`config.mk`:
```
export PLATFORM = sky130hd
export DESIGN_NAME = mem_arbiter
export DESIGN_NICKNAME = d
export VERILOG_FILES = /design/src/rtl/mem_arbiter.sv
export SDC_FILE = /design/constraint.sdc
export NUM_CORES = 1
export LEC_CHECK = 0
export CORE_AREA = 2 2 166 168
export CTS_CLUSTER_DIAMETER = 120
export DETAILED_ROUTE_END_ITERATION = 16
export DIE_AREA = 0 0 168 170
export SETUP_SLACK_MARGIN = 0.05
export SLEW_MARGIN = 5
export SYNTH_ARGS = -nofsm -noshare
export SYNTH_HDL_FRONTEND = slang
export SYNTH_SLANG_ARGS = --single-unit
export TNS_END_PERCENT = 20
```
`constraint.sdc`:
```
create_clock -name CLK -period 7.2 [get_ports CLK]
set_input_delay 1.08 -clock CLK [delete_from_list [all_inputs] [get_ports CLK]]
set_output_delay 1.08 -clock CLK [all_outputs]
set_load 0.01 [all_outputs]
```
`src/rtl/mem_arbiter.sv`:
```
// rtl/mem_arbiter.sv - arbitrates one shared word memory between an instruction cache and a data cache
//
// Purpose: single-port memory arbiter. The data cache issues single-word
// reads/writes and the instruction cache issues 4-word block fills. Ties are
// broken round-robin (FIXED_PRIO=0) or always in favour of the data cache
// (FIXED_PRIO=1).
//
// Ports:
//   CLK, RESET                clock; asynchronous active-high reset
//   IC_READ, IC_ADDRESS       instruction block-fill request, 16-byte block address
//   IC_READDATA, IC_BUSYWAIT  filled block (word k at [32k+31:32k]), instruction stall
//   DC_READ, DC_WRITE         data word read/write request
//   DC_ADDRESS, DC_WRITEDATA  data word address and write word
//   DC_READDATA, DC_BUSYWAIT  read word, data stall
//   MEM_READ, MEM_WRITE       shared memory strobes
//   MEM_ADDRESS, MEM_WRITEDATA memory word address and write word
//   MEM_READDATA, MEM_BUSYWAIT memory read word and stall
module mem_arbiter #(
  parameter int FIXED_PRIO = 0
) (
  input  logic         CLK,
  input  logic         RESET,
  input  logic         IC_READ,
  input  logic [5:0]   IC_ADDRESS,
  output logic [127:0] IC_READDATA,
  output logic         IC_BUSYWAIT,
  input  logic         DC_READ,
  input  logic         DC_WRITE,
  input  logic [7:0]   DC_ADDRESS,
  input  logic [31:0]  DC_WRITEDATA,
  output logic [31:0]  DC_READDATA,
  output logic         DC_BUSYWAIT,
  output logic         MEM_READ,
  output logic         MEM_WRITE,
  output logic [7:0]   MEM_ADDRESS,
  output logic [31:0]  MEM_WRITEDATA,
  input  logic [31:0]  MEM_READDATA,
  input  logic         MEM_BUSYWAIT
);

  localparam logic [2:0] IDLE    = 3'd0;
  localparam logic [2:0] DC_RD   = 3'd1;
  localparam logic [2:0] DC_WR   = 3'd2;
  localparam logic [2:0] IC_FILL = 3'd3;
  localparam logic [2:0] DONE_DC = 3'd4;
  localparam logic [2:0] DONE_IC = 3'd5;

  logic [2:0] state;
  logic       last_dc;   // 1 when the data cache received the most recent grant
  logic [1:0] beat;
  logic       gap;       // idle cycle between fill beats
  logic       dc_req;
  logic       ic_req;
  logic       grant_dc;
  logic       dc_active;

  assign dc_req    = DC_READ | DC_WRITE;
  assign ic_req    = IC_READ;
  assign dc_active = (state == DC_RD) || (state == DC_WR);

  // DC wins when alone, when prioritised, or when IC held the last grant.
  assign grant_dc = dc_req && (!ic_req || (FIXED_PRIO != 0) || !last_dc);

  assign MEM_READ      = (state == DC_RD) || ((state == IC_FILL) && !gap);
  assign MEM_WRITE     = (state == DC_WR);
  assign MEM_ADDRESS   = dc_active ? DC_ADDRESS :
                         (state == IC_FILL) ? {IC_ADDRESS, beat} : 8'd0;
  assign MEM_WRITEDATA = dc_active ? DC_WRITEDATA : 32'd0;

  // A requester stalls until its own DONE cycle, including while the other side owns memory.
  assign IC_BUSYWAIT = !RESET && ic_req && (state != DONE_IC);
  assign DC_BUSYWAIT = !RESET && dc_req && (state != DONE_DC);

  always_ff @(posedge CLK or posedge RESET) begin
    if (RESET) begin
      state       <= IDLE;
      last_dc     <= 1'b0;
      beat        <= 2'd0;
      gap         <= 1'b0;
      IC_READDATA <= 128'd0;
      DC_READDATA <= 32'd0;
    end else begin
      case (state)
        IDLE: begin
          if (grant_dc) begin
            state   <= DC_WRITE ? DC_WR : DC_RD;
            last_dc <= 1'b1;
          end else if (ic_req) begin
            state   <= IC_FILL;
            beat    <= 2'd0;
            gap     <= 1'b0;
            last_dc <= 1'b0;
          end
        end
        DC_RD: begin
          if (!MEM_BUSYWAIT) begin
            DC_READDATA <= MEM_READDATA;
            state       <= DONE_DC;
          end
        end
        DC_WR: begin
          if (!MEM_BUSYWAIT) begin
            state <= DONE_DC;
          end
        end
        IC_FILL: begin
          if (gap) begin
            gap <= 1'b0;
          end else if (!MEM_BUSYWAIT) begin
            IC_READDATA[{beat, 5'd0} +: 32] <= MEM_READDATA;
            if (beat == 2'd3) begin
              state <= DONE_IC;
            end else begin
              beat <= beat + 2'd1;
              gap  <= 1'b1;
            end
          end
        end
        DONE_DC, DONE_IC: state <= IDLE;
        default:          state <= IDLE;
      endcase
    end
  end

endmodule
```
# ---- Yosys cells after proc, flatten, opt, wreduce, memory -nomap -nowiden
# Cells that the tools add are included.
dict set report word_totals {
  input_bits 84
  ff_bits 167
}
dict set report op_classes {
  reduce_logical 23
  eq_ne 14
  shift 2
  addsub 2
  n_bitwise 3
  mux 25
}
# operator count
set op_table {}
lappend op_table {{128-bit bitwise mux} 1}
lappend op_table {{32-bit by 9-bit variable shift with 128-bit output, first input constant} 1}
lappend op_table {{32-bit by 9-bit variable part select with 128-bit output} 1}
lappend op_table {{32-bit two-way mux} 1}
lappend op_table {{3-bit two-way mux} 6}
lappend op_table {{8-bit two-way mux} 2}
lappend op_table {{2-bit two-way mux} 6}
lappend op_table {{2-bit inequality test, second input constant} 6}
lappend op_table {{3-bit inequality test, second input constant} 3}
lappend op_table {{7-bit negation with 9-bit output} 1}
lappend op_table {{3-bit one-hot mux with 3 select lines} 1}
lappend op_table {{3-bit by 2-bit == test with 1-bit output, second input constant} 2}
lappend op_table {{1-bit logical AND} 6}
lappend op_table {{1-bit two-way mux} 6}
lappend op_table {{3-bit AND reduction} 2}
lappend op_table {{6-bit AND reduction} 1}
lappend op_table {{5-bit AND reduction} 1}
lappend op_table {{1-bit logical NOT} 4}
lappend op_table {{2-bit one-hot mux with 2 select lines} 1}
lappend op_table {{2-bit AND reduction} 2}
lappend op_table {{2-bit nonzero test} 2}
lappend op_table {{3-bit by 1-bit == test with 1-bit output, second input constant} 1}
lappend op_table {{3-bit logical NOT} 1}
lappend op_table {{1-bit logical OR} 3}
lappend op_table {{7 further kinds} 8}

# ---- Longest topological paths before layout
dict set report depth {
  depth_word 5
  ltp_mapped 7
  ltp_nobuf 5
}

# ---- Worst setup path after synthesis
# OpenSTA, ideal clock, no wires.
dict set report synth_path {
  kind {input -> output}
  from {input port RESET}
  to {output port IC_BUSYWAIT}
  path_stages 2
  arrival_time_ns 5.056
  path_slack_ns 1.064
  t_required_ns 6.120
  path_cell_list {inv_1 > o211a_1}
}
dict set report synth_between {
  elab_chain_cells 3
}
# item line_no
set synth_rtl {}
lappend synth_rtl {{from (decl)} 22} ;# input logic RESET,
lappend synth_rtl {{1-bit logical NOT (no source line)} --}
lappend synth_rtl {{1-bit logical AND (2 in a row)} 71} ;# assign IC_BUSYWAIT = !RESET && ic_req && (state != DONE_IC);
lappend synth_rtl {{to (decl)} 26} ;# output logic IC_BUSYWAIT,
# Every way passes these cells.

# ---- Final worst setup path
# Same ends and word-level chain as after synthesis.

==> results.sh <==
export IMPL_hold_viol=0
export IMPL_status="finished clean"
export IMPL_syn_num_nets=819
export IMPL_syn_to_final_growth_pct=51.6
export IMPL_slowest_delay_ns=0.64
export IMPL_numPortBuffers=287
export IMPL_switchingPower_mw=1.41
export IMPL_insertedDiodeCount=0
export IMPL_drtIter0Drc=230
export IMPL_pwr_share_seq=0.334
export IMPL_top_layer="met4"
export IMPL_cp_top_family="buffers and inverters"
export IMPL_cts_root_buf="clkbuf_16"
export IMPL_rsz0062_at_grt="no"
export IMPL_grt_pass1_wl_um=35200
export IMPL_cp_arrival_ns=3.04
export IMPL_hp_class="reg -> reg"
export IMPL_cts_hold_buf=0
export IMPL_wirelength_um=22500
export IMPL_placementRows=60
export IMPL_critical_path_endpoint_type="output port"
export IMPL_synth_seq_area_share=0.583
export IMPL_vias=5942
export IMPL_max_slew_worst_pin_slew_ns=0.959
export IMPL_postCtsSetupBuffers=0
export IMPL_ir_worst_vdd_v=0.000156
export IMPL_avgSynthCellArea_sq_um=9.84
export IMPL_antenna_found_initial=0
export IMPL_grt_max_degree=96
export IMPL_switching_share=0.356
export IMPL_start_kind="primary input"
export IMPL_pin_count=288
export IMPL_relSlewSlack=0.358
export IMPL_finalCritPeriodShare=0.573
export IMPL_ys_ff_latch=167
export IMPL_dr_wl_met3_um=1300
export IMPL_critPathMaxFanout=95
export IMPL_required_ns=6.12
export IMPL_dieArea_sq_um=28600
export IMPL_critPathMostFrequentCell="clkdlybuf4s50_1"
export IMPL_clock_fmax_mhz=243
export IMPL_dp_cells=1316
export IMPL_core_area_sq_um=26700
export IMPL_async_reset_ff_frac=1.00
export IMPL_die_h_um=170
export IMPL_initial_core_util=0.269
export IMPL_wl_met1_um=10000
export IMPL_synth_flop_cell="dfrtp_1"
export IMPL_clkTransAtPathRegs_ns=0.07
export IMPL_power_density_nw_per_um2=363
export IMPL_wl_met2_um=10900
export IMPL_ys_types=39
export IMPL_pwr_share_clk=0.238
export IMPL_cts_buffer_depth=2
export IMPL_drv_slew=0
export IMPL_grt_pass1_vias=6050
export IMPL_overflow=0
export IMPL_htreeDepth=4
export IMPL_hpwl_um=15800
export IMPL_combPwrFrac=0.427
export IMPL_place_congestion=0.750
export IMPL_crit_slowest_cell="inv_6"
export IMPL_critPathBufInv=3
export IMPL_cts_tree="yes"
export IMPL_final_nets=1084
export IMPL_setup_viol=0
export IMPL_cap_violations=0
export IMPL_crit_chain="clkdlybuf4s50_1 -> inv_6 -> o211a_1 -> clkdlybuf4s50_1"
export IMPL_yosysWarnings=0
export IMPL_wl_per_cell_um=16.7
export IMPL_synth_edf_count=0
export IMPL_timing_worst_setup_path_type="in -> out"
export IMPL_cts_sinks=167
export IMPL_synth_area_sq_um=7170
export IMPL_worstSkewPairLatency_ns=0.42
export IMPL_die_w_um=168
export IMPL_track_usage=0.160
export IMPL_p_leak_nw=4.37
export IMPL_dr_pass1_iters=4
export IMPL_vias_per_cell=4.41
export IMPL_post_cts_resized=0
export IMPL_synth_cells=729
export IMPL_drive_gt1_frac=0.0834
export IMPL_antenna_left=0
export IMPL_setup_tns_ns=0
export IMPL_fin_skew_ns=0.0149
export IMPL_period_needed_ns=4.12
export IMPL_drc=0
export IMPL_p_int_mw=2.54
export IMPL_numCtsBuffers=17
export IMPL_fin_cells=1348
## per-layer routing
metal	up-vias	track usage
met3	10	0.0416
met4	0	0.0423
met5	-	0
li1	2925	-
met1	2815	0.204
met2	192	0.271
## worst register-to-register path, cell delays in order (launching register included)
cell and delay, ns:
dfrtp_1 0.59, inv_2 0.17, ha_1 0.48, nor3b_4 0.76, buf_4 0.40, nand2_1 0.09
o21ai_0 0.17
## worst paths after layout
path                                        startpoint                           end  slack (ns)  cells past startpoint
max                                              RESET                   IC_BUSYWAIT        3.08                      4
min                        IC_READDATA[62]$_DFFE_PP0P_   IC_READDATA[62]$_DFFE_PP0P_        0.48                      2
max reg2reg                        beat[0]$_DFFE_PP0P_   IC_READDATA[94]$_DFFE_PP0P_        4.45                      6
min reg2reg                IC_READDATA[62]$_DFFE_PP0P_   IC_READDATA[62]$_DFFE_PP0P_        0.48                      2
max in group asynchronous                        RESET  IC_READDATA[123]$_DFFE_PP0P_        4.46                      3
min in group asynchronous                        RESET   IC_READDATA[64]$_DFFE_PP0P_        1.26                      2
## state kept, by name (all words and copies together) (netlist names)
name,count
IC_READDATA,128
DC_READDATA,32
state,3
beat,2
gap,1
last_dc,1
## power groups by stage
stage / logic (mW) / clock network, mW / registers [mW]
floorplan: 0.753 / 0 / 1.40
global placement: 1.70 / 0 / 1.33
detailed placement: 1.71 / 0 / 1.34
CTS: 1.72 / 0.961 / 1.32
global route: 1.84 / 1.01 / 1.36
finish: 1.69 / 0.941 / 1.32
## final cells by class
type                            count  area, sq um
Sequential cell                   167         4180
Multi-Input combinational cell    510         2720
Clock buffer                       17          425
Tap cell                          341          427
Fill cell                        2581        15800
Clock inverter                     15          180
Inverter                            5         23.8
Timing Repair Buffer              293         2920
## cells by family after synthesis
logic type,count (synthesis),share of synthesized area
buf+inv,52,0.0417
fa+ha+maj,6,0.0105
simple gates,320,0.200
flops,167,0.583
compound gates,151,0.113
mux,33,0.0516
## metrics by stage
| step | total power, mW | hold slack, ns | instance area [sq um] | utilization | setup WS, ns |
|---|---|---|---|---|---|
| 2_1_floorplan | 2.16 | 0.513 | 7170 | - | 1.06 |
| 3_3_place_gp | 3.03 | 0.462 | 10300 | 0.385 | 2.99 |
| 3_5_place_dp | 3.05 | 0.469 | 10300 | 0.385 | 3.00 |
| 4_1_cts | 4.00 | 0.485 | 10900 | 0.408 | 2.99 |
| 5_1_grt | 4.21 | 0.496 | 10900 | 0.408 | 2.88 |
| 6_report | 3.95 | 0.479 | 10900 | 0.408 | 3.08 |
## Yosys cell counts (2+ instances only)
cell	n	share of area
buf_4	2	0.0021
a21o_1	2	0.0021
a22o_1	8	0.0098
dfrtp_1	167	0.58
nand3_4	4	0.0098
ha_1	6	0.010
nand2_1	262	0.14
o21ai_0	50	0.035
buf_6	7	0.011
nor3b_2	2	0.0035
o21ai_1	82	0.057
a21oi_1	3	0.0021
a211oi_1	2	0.0021
nor3_4	2	0.0045
nand2b_1	2	0.0017
inv_1	4	0.0021
clkbuf_1	3	0.0016
clkbuf_2	6	0.0042
nor2_1	6	0.0031
buf_2	29	0.020
mux2_2	31	0.049
and2_1	32	0.028
## cell usage in the layout, fill, tap and decap left out, types with 2 or more instances in the layout
| cell | synthesis | layout |
|---|---|---|
| inv_1 | 4 | 3 |
| a21oi_1 | 3 | 2 |
| dfrtp_1 | 167 | 167 |
| nor3b_4 | 1 | 3 |
| mux2_2 | 31 | 31 |
| nand2_1 | 262 | 262 |
| a22o_1 | 8 | 8 |
| clkbuf_16 | 0 | 17 |
| o21ai_0 | 50 | 50 |
| a211oi_1 | 2 | 2 |
| a21o_1 | 2 | 2 |
| inv_8 | 0 | 4 |
| ha_1 | 6 | 6 |
| clkinv_8 | 0 | 3 |
| clkdlybuf4s50_1 | 0 | 287 |
| and2_1 | 32 | 32 |
| o21ai_1 | 82 | 82 |
| buf_4 | 2 | 6 |
| inv_6 | 0 | 5 |
| nand2b_1 | 2 | 2 |
| nand3_4 | 4 | 4 |
| nor2_1 | 6 | 6 |
| nor3_4 | 2 | 2 |
Note: power is estimated with default switching activity, not from simulation.
